$ cat src/rtl/led_pkg.sv
// rtl/led_pkg.sv - shared types, constants and width helper for the LED scheduler
package led_pkg;

  localparam int LED_W = 5;

  typedef enum logic {
    IDLE = 1'b0,
    SHOW = 1'b1
  } state_t;

  // Counter width for a count range of n, never narrower than one bit
  function automatic int clog2_min1(input int n);
    int w;
    w = $clog2(n);
    return (w < 1) ? 1 : w;
  endfunction

endpackage

$ cat src/rtl/led_sched_if.sv
// rtl/led_sched_if.sv - requester handshake and LED status bundle
interface led_sched_if import led_pkg::*; #(
  parameter int NUM_REQ = 4,
  parameter int WIDTH   = LED_W
);

  logic [NUM_REQ-1:0]       req_valid;
  logic [NUM_REQ*WIDTH-1:0] req_pattern;
  logic [NUM_REQ-1:0]       req_ready;
  logic [NUM_REQ-1:0]       grant;
  logic                     busy;
  logic [WIDTH-1:0]         led;

  modport master (
    output req_valid, req_pattern,
    input  req_ready, grant, busy, led
  );

  modport slave (
    input  req_valid, req_pattern,
    output req_ready, grant, busy, led
  );

endinterface

$ cat src/rtl/rr_arbiter.sv
// rtl/rr_arbiter.sv - combinational round-robin pick starting after the last winner
module rr_arbiter import led_pkg::*; #(
  parameter int NUM_REQ = 4,
  parameter int PTR_W   = clog2_min1(NUM_REQ)
) (
  input  logic [NUM_REQ-1:0] i_req,
  input  logic [PTR_W-1:0]   i_ptr,
  input  logic               i_en,
  output logic [NUM_REQ-1:0] o_gnt,
  output logic [PTR_W-1:0]   o_idx
);

  // Walk ptr+1, ptr+2, ... modulo NUM_REQ; the first valid requester wins
  always_comb begin
    int               w_cand;
    logic [PTR_W-1:0] w_pos;
    logic             w_found;
    o_gnt   = '0;
    o_idx   = '0;
    w_found = 1'b0;
    w_cand  = 0;
    w_pos   = '0;
    for (int k = 1; k <= NUM_REQ; k++) begin
      w_cand = int'(i_ptr) + k;
      if (w_cand >= NUM_REQ) begin
        w_cand = w_cand - NUM_REQ;
      end
      w_pos = PTR_W'(w_cand);
      if (!w_found && i_en && i_req[w_pos]) begin
        w_found      = 1'b1;
        o_gnt[w_pos] = 1'b1;
        o_idx        = w_pos;
      end
    end
  end

endmodule

$ cat src/rtl/led_sched.sv
// rtl/led_sched.sv - round-robin time-multiplexer of requester patterns onto the LED bank
module led_sched import led_pkg::*; #(
  parameter int NUM_REQ = 4,
  parameter int WIDTH   = LED_W,
  parameter int HOLD    = 12000000,
  parameter int HB_HALF = 6000000
) (
  input logic         clk,
  input logic         rst_n,
  led_sched_if.slave  bus
);

  localparam int PTR_W = clog2_min1(NUM_REQ);
  localparam int CNT_W = clog2_min1(HOLD);
  localparam int HB_W  = clog2_min1(HB_HALF);

  localparam logic [CNT_W-1:0] CNT_LOAD = CNT_W'(HOLD - 1);
  localparam logic [HB_W-1:0]  HB_LOAD  = HB_W'(HB_HALF - 1);
  localparam logic [PTR_W-1:0] PTR_RST  = PTR_W'(NUM_REQ - 1);

  state_t             r_state;
  logic               r_run;
  logic [PTR_W-1:0]   r_ptr;
  logic [CNT_W-1:0]   r_cnt;
  logic [WIDTH-1:0]   r_led;
  logic [NUM_REQ-1:0] r_grant;
  logic               r_busy;
  logic               r_hb;
  logic [HB_W-1:0]    r_hb_cnt;

  logic               w_arb_en;
  logic [NUM_REQ-1:0] w_gnt;
  logic [PTR_W-1:0]   w_idx;
  logic               w_accept;
  logic               w_hb_nxt;
  logic [WIDTH-1:0]   w_idle_led;
  logic [WIDTH-1:0]   w_sel_pattern;

  // r_run keeps req_ready low until the first clock edge after reset release
  assign w_arb_en = (r_state == IDLE) && r_run;

  rr_arbiter #(
    .NUM_REQ (NUM_REQ),
    .PTR_W   (PTR_W)
  ) u_arb (
    .i_req (bus.req_valid),
    .i_ptr (r_ptr),
    .i_en  (w_arb_en),
    .o_gnt (w_gnt),
    .o_idx (w_idx)
  );

  assign w_accept   = |w_gnt;
  assign w_hb_nxt   = (r_hb_cnt == '0) ? ~r_hb : r_hb;
  assign w_idle_led = WIDTH'(w_hb_nxt);

  // One-hot mux of the granted requester's pattern slice
  always_comb begin
    w_sel_pattern = '0;
    for (int i = 0; i < NUM_REQ; i++) begin
      if (w_gnt[i]) begin
        w_sel_pattern = w_sel_pattern | bus.req_pattern[i*WIDTH +: WIDTH];
      end
    end
  end

  // Free-running heartbeat divider, independent of the scheduler state
  always_ff @(posedge clk or negedge rst_n) begin
    if (!rst_n) begin
      r_hb     <= 1'b0;
      r_hb_cnt <= HB_LOAD;
    end else if (r_hb_cnt == '0) begin
      r_hb     <= ~r_hb;
      r_hb_cnt <= HB_LOAD;
    end else begin
      r_hb_cnt <= r_hb_cnt - HB_W'(1);
    end
  end

  // IDLE/SHOW scheduler; led/grant/busy are loaded with their next-cycle values
  always_ff @(posedge clk or negedge rst_n) begin
    if (!rst_n) begin
      r_state <= IDLE;
      r_run   <= 1'b0;
      r_ptr   <= PTR_RST;
      r_cnt   <= '0;
      r_led   <= '0;
      r_grant <= '0;
      r_busy  <= 1'b0;
    end else begin
      r_run <= 1'b1;
      case (r_state)
        IDLE: begin
          if (w_accept) begin
            r_state <= SHOW;
            r_ptr   <= w_idx;
            r_cnt   <= CNT_LOAD;
            r_led   <= w_sel_pattern;
            r_grant <= w_gnt;
            r_busy  <= 1'b1;
          end else begin
            r_led <= w_idle_led;
          end
        end
        SHOW: begin
          if (r_cnt == '0) begin
            r_state <= IDLE;
            r_led   <= w_idle_led;
            r_grant <= '0;
            r_busy  <= 1'b0;
          end else begin
            r_cnt <= r_cnt - CNT_W'(1);
          end
        end
        default: r_state <= IDLE;
      endcase
    end
  end

  assign bus.req_ready = w_gnt;
  assign bus.grant     = r_grant;
  assign bus.busy      = r_busy;
  assign bus.led       = r_led;

endmodule
$ cat src/flat_wrapper.sv
// flat-port wrapper written by rule: the top's interface ports become plain ports
module led_sched_flat import led_pkg::*;
#(
  parameter int NUM_REQ = 4,
  parameter int WIDTH   = LED_W,
  parameter int HOLD    = 12000000,
  parameter int HB_HALF = 6000000
)
  (clk, rst_n, bus_req_valid, bus_req_pattern, bus_req_ready, bus_grant, bus_busy, bus_led);
  led_sched_if #(.NUM_REQ(NUM_REQ), .WIDTH(WIDTH)) bus_i ();
  input logic clk;
  input logic rst_n;
  input wire logic [$bits(bus_i.req_valid)-1:0] bus_req_valid;
  input wire logic [$bits(bus_i.req_pattern)-1:0] bus_req_pattern;
  output wire logic [$bits(bus_i.req_ready)-1:0] bus_req_ready;
  output wire logic [$bits(bus_i.grant)-1:0] bus_grant;
  output wire logic [$bits(bus_i.busy)-1:0] bus_busy;
  output wire logic [$bits(bus_i.led)-1:0] bus_led;
  assign bus_i.req_valid = bus_req_valid;
  assign bus_i.req_pattern = bus_req_pattern;
  assign bus_req_ready = bus_i.req_ready;
  assign bus_grant = bus_i.grant;
  assign bus_busy = bus_i.busy;
  assign bus_led = bus_i.led;
  led_sched #(.NUM_REQ(NUM_REQ), .WIDTH(WIDTH), .HOLD(HOLD), .HB_HALF(HB_HALF)) u_core (.clk(clk), .rst_n(rst_n), .bus(bus_i));
endmodule
$ cat config.mk
export PLATFORM = sky130hd
export DESIGN_NAME = led_sched_flat
export DESIGN_NICKNAME = d
export VERILOG_FILES = /design/src/rtl/led_pkg.sv /design/src/rtl/led_sched_if.sv /design/src/rtl/rr_arbiter.sv /design/src/rtl/led_sched.sv /design/src/flat_wrapper.sv
export SDC_FILE = /design/constraint.sdc
export NUM_CORES = 1
export LEC_CHECK = 0
export CAP_MARGIN = 5
export CORE_UTILIZATION = 30
export DETAILED_ROUTE_END_ITERATION = 12
export GPL_TIMING_DRIVEN = 1
export PLACE_DENSITY_LB_ADDON = 0.15
export REMOVE_ABC_BUFFERS = 1
export SLEW_MARGIN = 25
export SYNTH_ARGS = -nofsm -noshare
export SYNTH_HDL_FRONTEND = slang
export SYNTH_SLANG_ARGS = --single-unit
$ cat constraint.sdc
create_clock -name clk -period 5.91 [get_ports clk]
set_input_delay 0.8865 -clock clk [delete_from_list [all_inputs] [get_ports clk]]
set_output_delay 0.8865 -clock clk [all_outputs]
set_load 0.05 [all_outputs]
Yosys cells after proc, flatten, opt, wreduce, memory -nomap -nowiden
Index checks and enable logic that the tools add are counted.
Operators by class
  mux-type cells: 52
  add/subtract/negate cells: 10
  magnitude comparators: 12
  reduce and logical (&&, ||, !) cells: 21
  bitwise gates (word level): 8
  equality and inequality tests: 3
Operators by type and width (count)
  24-bit two-way mux: 2
  24-bit case mux with 2 select lines: 1
  5-bit two-way mux: 6
  24-bit logical NOT: 1
  4-bit two-way mux: 6
  24-bit by 1-bit subtractor with 24-bit output, second input constant: 1
  23-bit logical NOT: 1
  23-bit two-way mux: 1
  23-bit by 1-bit subtractor with 23-bit output, second input constant: 1
  1-bit two-way mux: 16
  2-bit two-way mux: 8
  5-bit bitwise OR: 3
  1-bit logical AND: 12
  2-bit by 3-bit less-than comparator with 1-bit output, second input constant: 4
  4-bit bitwise OR: 3
  5-bit case mux with 2 select lines: 1
  3-bit >= comparator, second input constant: 3
  1-bit binary-select mux with 2-bit select: 4
  1-bit demux with 2-bit select: 4
  2-bit by 1-bit >= comparator with 1-bit output, second input constant: 4
  4-bit case mux with 2 select lines: 1
  2-bit by 1-bit subtractor with 2-bit output, second input constant: 4
  2-bit by 2-bit adder with 3-bit output, second input constant: 2
  2-bit AND reduction: 3
  other kinds (9): 14
Word-level totals
  input port bits: 26
  logic and storage cells: 115
  register bits: 62
  output and inout port bits: 14

Longest topological paths before layout
Gate-level depths: netlist (run 1).
  word-level depth: 28
  mapped depth: 12
  mapped depth without buffers: 9

Hierarchy
Synthesis (run 1) repeated with hierarchy kept, for this count alone.
Second synthesis, totals
  cell total of the unflattened synthesis: 354
  area total of the unflattened synthesis: 3595.9 um^2
By module, submodules not included
  led_sched: area each 3109.2 um^2, times used 1, cells each 300, seq. area each 1574.0 um^2
  rr_arbiter: area each 486.7 um^2, times used 1, cells each 54, seq. area each 0.0 um^2

Least setup slack after synthesis (run 1)
No wires, ideal clock.
  kind: reg2out
  from: register u_core.r_ptr[0]
  to: output bus_req_ready[3]
  data required time: 5.023 ns
  slack: 2.369 ns
  path buffers: 2
  data arrival time: 2.655 ns
  stages on the path, launching flop included: 9
  cells stage by stage: dfstp_2 > buf_4 > inv_1 > ha_1 > mux2_2 > o22ai_1 > nor3b_1 > a221o_1 > buf_2
On the way
  longest elaborated chain between the ends: 19
  elaborated cells on any way between the ends: 64
  those cells by class: 8 x add/sub; 12 x order compare; 27 x mux; 3 x bitwise; 14 x reduce/logical
Ends and longest elaborated chain
  from (decl): RTL line led_sched.sv:23  | logic [PTR_W-1:0] r_ptr;
  from (signal assigned): RTL line led_sched.sv:96  | r_ptr <= w_idx;
  branches (longest 18 deep; another with 2-bit by 1-bit adder with 3-bit output)
  4-bit two-way mux (*): RTL line rr_arbiter.sv:29  | if (!w_found && i_en && i_req[w_pos]) begin
  to (decl): RTL line flat_wrapper.sv:15  | output wire logic [$bits(bus_i.req_ready)-1:0] bus_req_ready;
Mark *: on every way between the ends. The select of a mux whose other input is x is not followed.

Worst setup path after layout (run 1)
  from: register u_core.r_ptr[0]
  to: output bus_req_ready[1]
Same word-level chain as after synthesis.

==> flow_summary.yaml, run 1 <==
status:
  status: "completed"
grt:
  grt_antenna_before_repair: 0
  grt_max_degree: 63
  grt_first_pass_wirelength_um: 12200
  grt.total_usage_pct: 13.9
  grt.overflow.total: 0
  grt_pass1_vias: 2476
job:
  cap_violations: 0
critical_path:
  r2r_cells: 10
  crit_chain: "inv_1 -> ha_1 -> mux2_2 -> o22ai_1 -> nor3b_1 -> a221o_1 -> clkdlybuf4s50_1"
  critPathLaunchType: "flip-flop"
  end_kind: "output port"
  critPathBufInv: 2
  timing.rr.end: "u_core.bus.led[0]"
  critPathTopFamily: "buffers and inverters"
  crit_path_max_fanout: 11
  arrival_ns: 4.08
  crit_slowest_cell: "clkdlybuf4s50_1"
  cp_slowest_stage_delay_ns: 0.88
  critical_path_class: "reg -> out"
  r2r_setup_slack_ns: 2.01
  timing.rr.start: "u_core.r_ptr[0]"
  path_depth: 7
  cp_data_required_time_ns: 5.02
sta:
  slew_violations: 0
  hold_viol_final: 0
  min_period_ns: 4.96
  rsz0062_at_grt: "no"
  worstMarginPinSlew_ns: 0.805
  setup_viol: 0
  slew_headroom_pct: 45.8
  fin_tns_setup_ns: 0
  setup_ws_ns: 0.947
  skew_ns: 0.0188
  fmaxAchievable_mhz: 202
  finalCritPeriodShare_pct: 84.0
routing:
  dr.pass1.iters: 4
  first_iter_violations: 79
  wirelength_um: 7030
  num_vias: 2457
  antenna_left: 0
  routedWlPerCell_um: 14.1
  drc: 0
  viasPerCell: 4.92
finish:
  area_growth_syn_to_layout_pct: 21.2
  drive_gt1_share_pct: 14.0
  n_antenna_cell: 0
  nets: 393
  n_fill_cell: 1094
floorplanning:
  initial_core_util_pct: 31.3
  io_pins: 40
  die_w_um: 106
  coreArea_um2: 10500
  rows: 37
  die_area_um2: 11300
  die_height_um: 106
logic_synthesis:
  synth-edff-count: 0
  synth.largest_area_cell: "dfrtp_1"
  avgSynthCellArea_um2: 10.4
  synth_top_flop_cell: "dfrtp_1"
  synth.area.top_cells: "dfrtp_1 (34%), dfstp_2 (14%), xnor2_1 (5.4%)"
  syn_area_um2: 3270
  synth-seq-cells: 62
  ys_warn_count: 0
  synth_seq_area_share_pct: 48.1
  synth_top_area_share_pct: 33.7
  synthCells: 315
  synthArstFlopShare_pct: 100
  ys_types: 53
clock_tree:
  cts_max_level: 3
  cts-resized-gates: 0
  cts_buffers: 9
  hold_buffers: 0
  clkTransAtPathRegs_ns: 0.07
  clock_latency_ns: 0.34
  root_buffer: "clkbuf_8"
  cts_tree: "yes"
  clk_path_buf_depth: 2
  cts_sinks: 62
  postCtsSetupRepairBufs: 0
place:
  port_buffers: 39
  gp_congestion: 0.800
  place_ws_ns: 1.22
  hpwl_um: 4890
min_path:
  holdPathEnd: "u_core.r_hb_cnt[22]"
  min_from: "u_core.r_hb_cnt[22]"
  hold_path_depth: 2
  holdCritPathClass: "reg -> reg"
power_and_ir_drop:
  leakage_nw: 1.61
  ir_worst_vdd_uv: 89.3
  power.density_nw_per_um2: 198
## metal layers
| metal | routed length, um | GRT usage (%) | part of all wire, % |
|---|---|---|---|
| met1 | 3430 | 17.6 | 49 |
| met2 | 3300 | 22.2 | 47 |
| met3 | 172 | 4.17 | 2.4 |
| met4 | 127 | 5.58 | 1.8 |
| met5 | 0 | 0 | 0 |
## state kept, by name (all words and copies together), names as in the netlist
name,count
u_core.r_state,1
u_core.r_run,1
u_core.r_hb_cnt,23
u_core.bus.grant,4
u_core.r_hb,1
u_core.r_ptr,2
u_core.bus.led,5
u_core.bus.busy,1
u_core.r_cnt,24
## power by group
group	internal [mW]	switching [mW]	total, mW
sequential	0.425	0.000240	0.425
combinational	0.0184	0.0145	0.0329
clock	0.153	0.174	0.328
## stage by stage
stage | hold slack (ns) | total power, mW | instance area [um2] | cells | utilization (%)
final | 0.473 | 0.786 | 3970 | 499 | 37.9
after global placement | 0.452 | 0.466 | 3800 | 483 | 36.3
after CTS | 0.473 | 0.804 | 3970 | 499 | 37.9
after floorplan | 0.440 | 0.439 | 3220 | 305 | -
after detailed placement | 0.460 | 0.467 | 3800 | 483 | 36.3
after global routing | 0.488 | 0.827 | 3970 | 499 | 37.9
## tightest hold or removal path, cell delays in order, from the launching register on
cell     delay [ns]
dfstp_2        0.38
nand2_1        0.05
nand2_1        0.05
## cell families (layout without fill, tap and decap cells)
group / Yosys count / in the layout / share of synthesized area [%]
xor+xnor: 34 / 34 / 9.33
simple gates: 129 / 129 / 20.6
flops: 62 / 62 / 48.1
fa+ha+maj: 9 / 9 / 3.44
mux: 8 / 8 / 4.24
compound gates: 50 / 50 / 11.2
other cells: 1 / 1 / 0.115
buf+inv: 22 / 70 / 2.91
## cells in the final DEF (no fill, tap or decap), types with 6 or more instances in the layout
| master | n |
|---|---|
| dfrtp_1 | 44 |
| nand2_1 | 40 |
| clkdlybuf4s50_1 | 38 |
| nor2_1 | 23 |
| xnor2_1 | 20 |
| dfstp_2 | 18 |
| xor2_1 | 13 |
| nor3_1 | 12 |
| inv_1 | 12 |
| a21oi_1 | 11 |
| nor4_1 | 10 |
| ha_1 | 9 |
| clkbuf_8 | 9 |
| nand3_1 | 8 |
| or3_1 | 7 |
| or4_1 | 6 |
## area by class of cell
class	instances	area [um2]	share of cell area, %
clock buffer	11	131	3.31
multi-input combinational	231	1600	40.4
clock inverter	5	35.0	0.883
inverter	12	45.0	1.14
tap	136	170	4.29
timing repair buffer	42	408	10.3
sequential	62	1570	39.7
## how the worst max path moves through the flow
stage | from | endpoint
2_1_floorplan | u_core.r_ptr[0] | u_core.r_cnt[1]
3_3_place_gp | bus_req_valid[2] | bus_req_ready[3]
3_5_place_dp | bus_req_valid[2] | bus_req_ready[1]
4_1_cts | u_core.r_ptr[0] | bus_req_ready[1]
5_1_grt | u_core.r_ptr[0] | bus_req_ready[2]
6_report | u_core.r_ptr[0] | bus_req_ready[1]
## synth_stat cells, drive strengths merged, types with 8 or more instances
cell type / instances
a21oi: 11
buf: 8
dfrtp: 44
dfstp: 18
ha: 9
inv: 12
nand2: 40
nand3: 8
nor2: 23
nor3: 12
nor4: 11
xnor2: 21
xor2: 13
No activity file was read; power rests on OpenSTA's default activity.
==> run 2, diff against run 1 <==
==> constraint.sdc (replaced) <==
create_clock -name clk -period 5.1 [get_ports clk]
set_input_delay 0.765 -clock clk [delete_from_list [all_inputs] [get_ports clk]]
set_output_delay 0.765 -clock clk [all_outputs]
set_load 0.05 [all_outputs]
==> flow_summary.yaml, run 2 (synthesis results as in run 1) <==
status:
  status: "completed"
critical_path:
  cp_slowest_stage_delay_ns: 0.68
  crit_slowest_cell: "dfstp_2"
  critPathTopFamily: "compound AO/OA/AOI/OAI gates"
  critPathBufInv: 2
  crit_path_max_fanout: 11
  end_kind: "output port"
  critPathLaunchType: "flip-flop"
  cp_data_required_time_ns: 4.34
  arrival_ns: 3.75
  critical_path_class: "reg -> out"
  crit_chain: "inv_1 -> ha_1 -> mux2_2 -> o22ai_1 -> nor3b_1 -> a221o_1 -> dlymetal6s2s_1"
place:
  hpwl_um: 4860
  gp_congestion: 0.799
  dpl_cell_area_um2: 3800
  port_buffers: 39
grt:
  grt.total_usage_pct: 13.8
  grt_antenna_before_repair: 0
  grt.overflow.total: 0
  grt_pass1_vias: 2432
  grt_first_pass_wirelength_um: 12100
  grt_max_degree: 63
floorplanning:
  io_pins: 40
  die_height_um: 106
  die_w_um: 106
  die_area_um2: 11300
  coreArea_um2: 10500
  rows: 37
  initial_core_util_pct: 31.3
sta:
  fmaxAchievable_mhz: 221
  skew_ns: 0.0163
  slew_violations: 0
  setup_viol: 0
  finalCritPeriodShare_pct: 88.5
  rsz0062_at_grt: "no"
  slew_headroom_pct: 32.3
  min_period_ns: 4.51
  fin_tns_setup_ns: 0
  hold_viol_final: 0
  worstMarginPinSlew_ns: 1.01
finish:
  final_area_um2: 3980
  final_common_cell: "dfrtp_1"
  n_fill_cell: 1077
  max_flop_register: "u_core.r_cnt"
  nets: 393
  area_growth_syn_to_layout_pct: 21.7
  drive_gt1_share_pct: 14.6
  n_antenna_cell: 0
  largest_reg_flops: 24
  most-common-layout-cells: "dfrtp_1 (44), nand2_1 (40), clkdlybuf4s50_1 (34)"
routing:
  first_iter_violations: 82
  viasPerCell: 4.92
  dr.pass1.iters: 4
  wirelength_um: 7110
  drc: 0
  antenna_left: 0
  routedWlPerCell_um: 14.2
  num_vias: 2453
clock_tree:
  cts_sinks: 62
  clkTransAtPathRegs_ns: 0.08
  root_buffer: "clkbuf_8"
  hold_buffers: 0
  clk_path_buf_depth: 2
  cts_max_level: 3
  cts_tree: "yes"
  clock_latency_ns: 0.34
  cts_buffers: 9
job:
  cap_violations: 0
power_and_ir_drop:
  power.density_nw_per_um2: 230
  ir_worst_vdd_uv: 89.0
  leakage_nw: 1.69
min_path:
  holdCritPathClass: "reg -> reg"
run 2: report_power, final:
group	total [mW]	internal [mW]	switching [mW]
Clock	0.385	0.177	0.208
Sequential	0.493	0.493	0.000286
Combinational	0.0385	0.0214	0.0171
run 2: worst paths after layout:
| kind | start | end | slack [ns] | cells past startpoint |
|---|---|---|---|---|
| setup / recovery | u_core.r_ptr[0] | bus_req_ready[2] | 0.59 | 7 |
| hold reg to reg | u_core.r_hb_cnt[22] | u_core.r_hb_cnt[22] | 0.47 | 2 |
| min in group asynchronous | rst_n | u_core.r_hb_cnt[7] | 0.59 | 2 |
| max in group asynchronous | rst_n | u_core.r_state | 3.99 | 2 |
| hold / removal | u_core.r_hb_cnt[22] | u_core.r_hb_cnt[22] | 0.47 | 2 |
| setup reg to reg | u_core.r_ptr[0] | u_core.bus.led[0] | 1.18 | 10 |
run 2: worst register-to-register path, delay by kind of cell (launching register included):
kind,cells,cell delay [ns]
DFF,1,0.68
buffers and inverters,2,0.52
adders and majority gates,1,0.42
AOI/OAI and AO/OA,3,0.87
and+or+nand+nor,3,1.07
muxes,1,0.26
run 2: metal layers:
metal	global-route usage (%)	vias up	routed length, um
li1	-	1210	-
met4	5.38	0	125
met3	4.11	10	177
met2	22.3	36	3350
met5	0	-	0
met1	17.2	1197	3450
run 2: what timing repair did:
| action | in CTS | in global routing |
|---|---|---|
| endpoints found under the hold margin | 0 | 0 |
| buffers inserted | 0 | 0 |
| setup endpoints to repair | 0 | 4 |
| resized for setup | 0 | 4 |
run 2: cell type report:
class	count	area (um2)	area share, %
clock buffer	9	124	3.11
sequential	62	1570	39.5
timing repair buffer	42	418	10.5
multi-input combinational	231	1600	40.2
clock inverter	7	48.8	1.23
tap	136	170	4.27
inverter	12	45.0	1.13
run 2: stage by stage:
step	power (mW)	utilization, %	worst slack, ns	cells	hold slack (ns)
3_3_place_gp	0.541	36.3	0.704	483	0.453
3_5_place_dp	0.541	36.3	0.604	483	0.458
5_1_grt	0.963	38.1	0.306	499	0.497
4_1_cts	0.938	38.0	0.184	499	0.471
2_1_floorplan	0.509	-	1.18	305	0.440
6_report	0.916	38.1	0.585	499	0.473
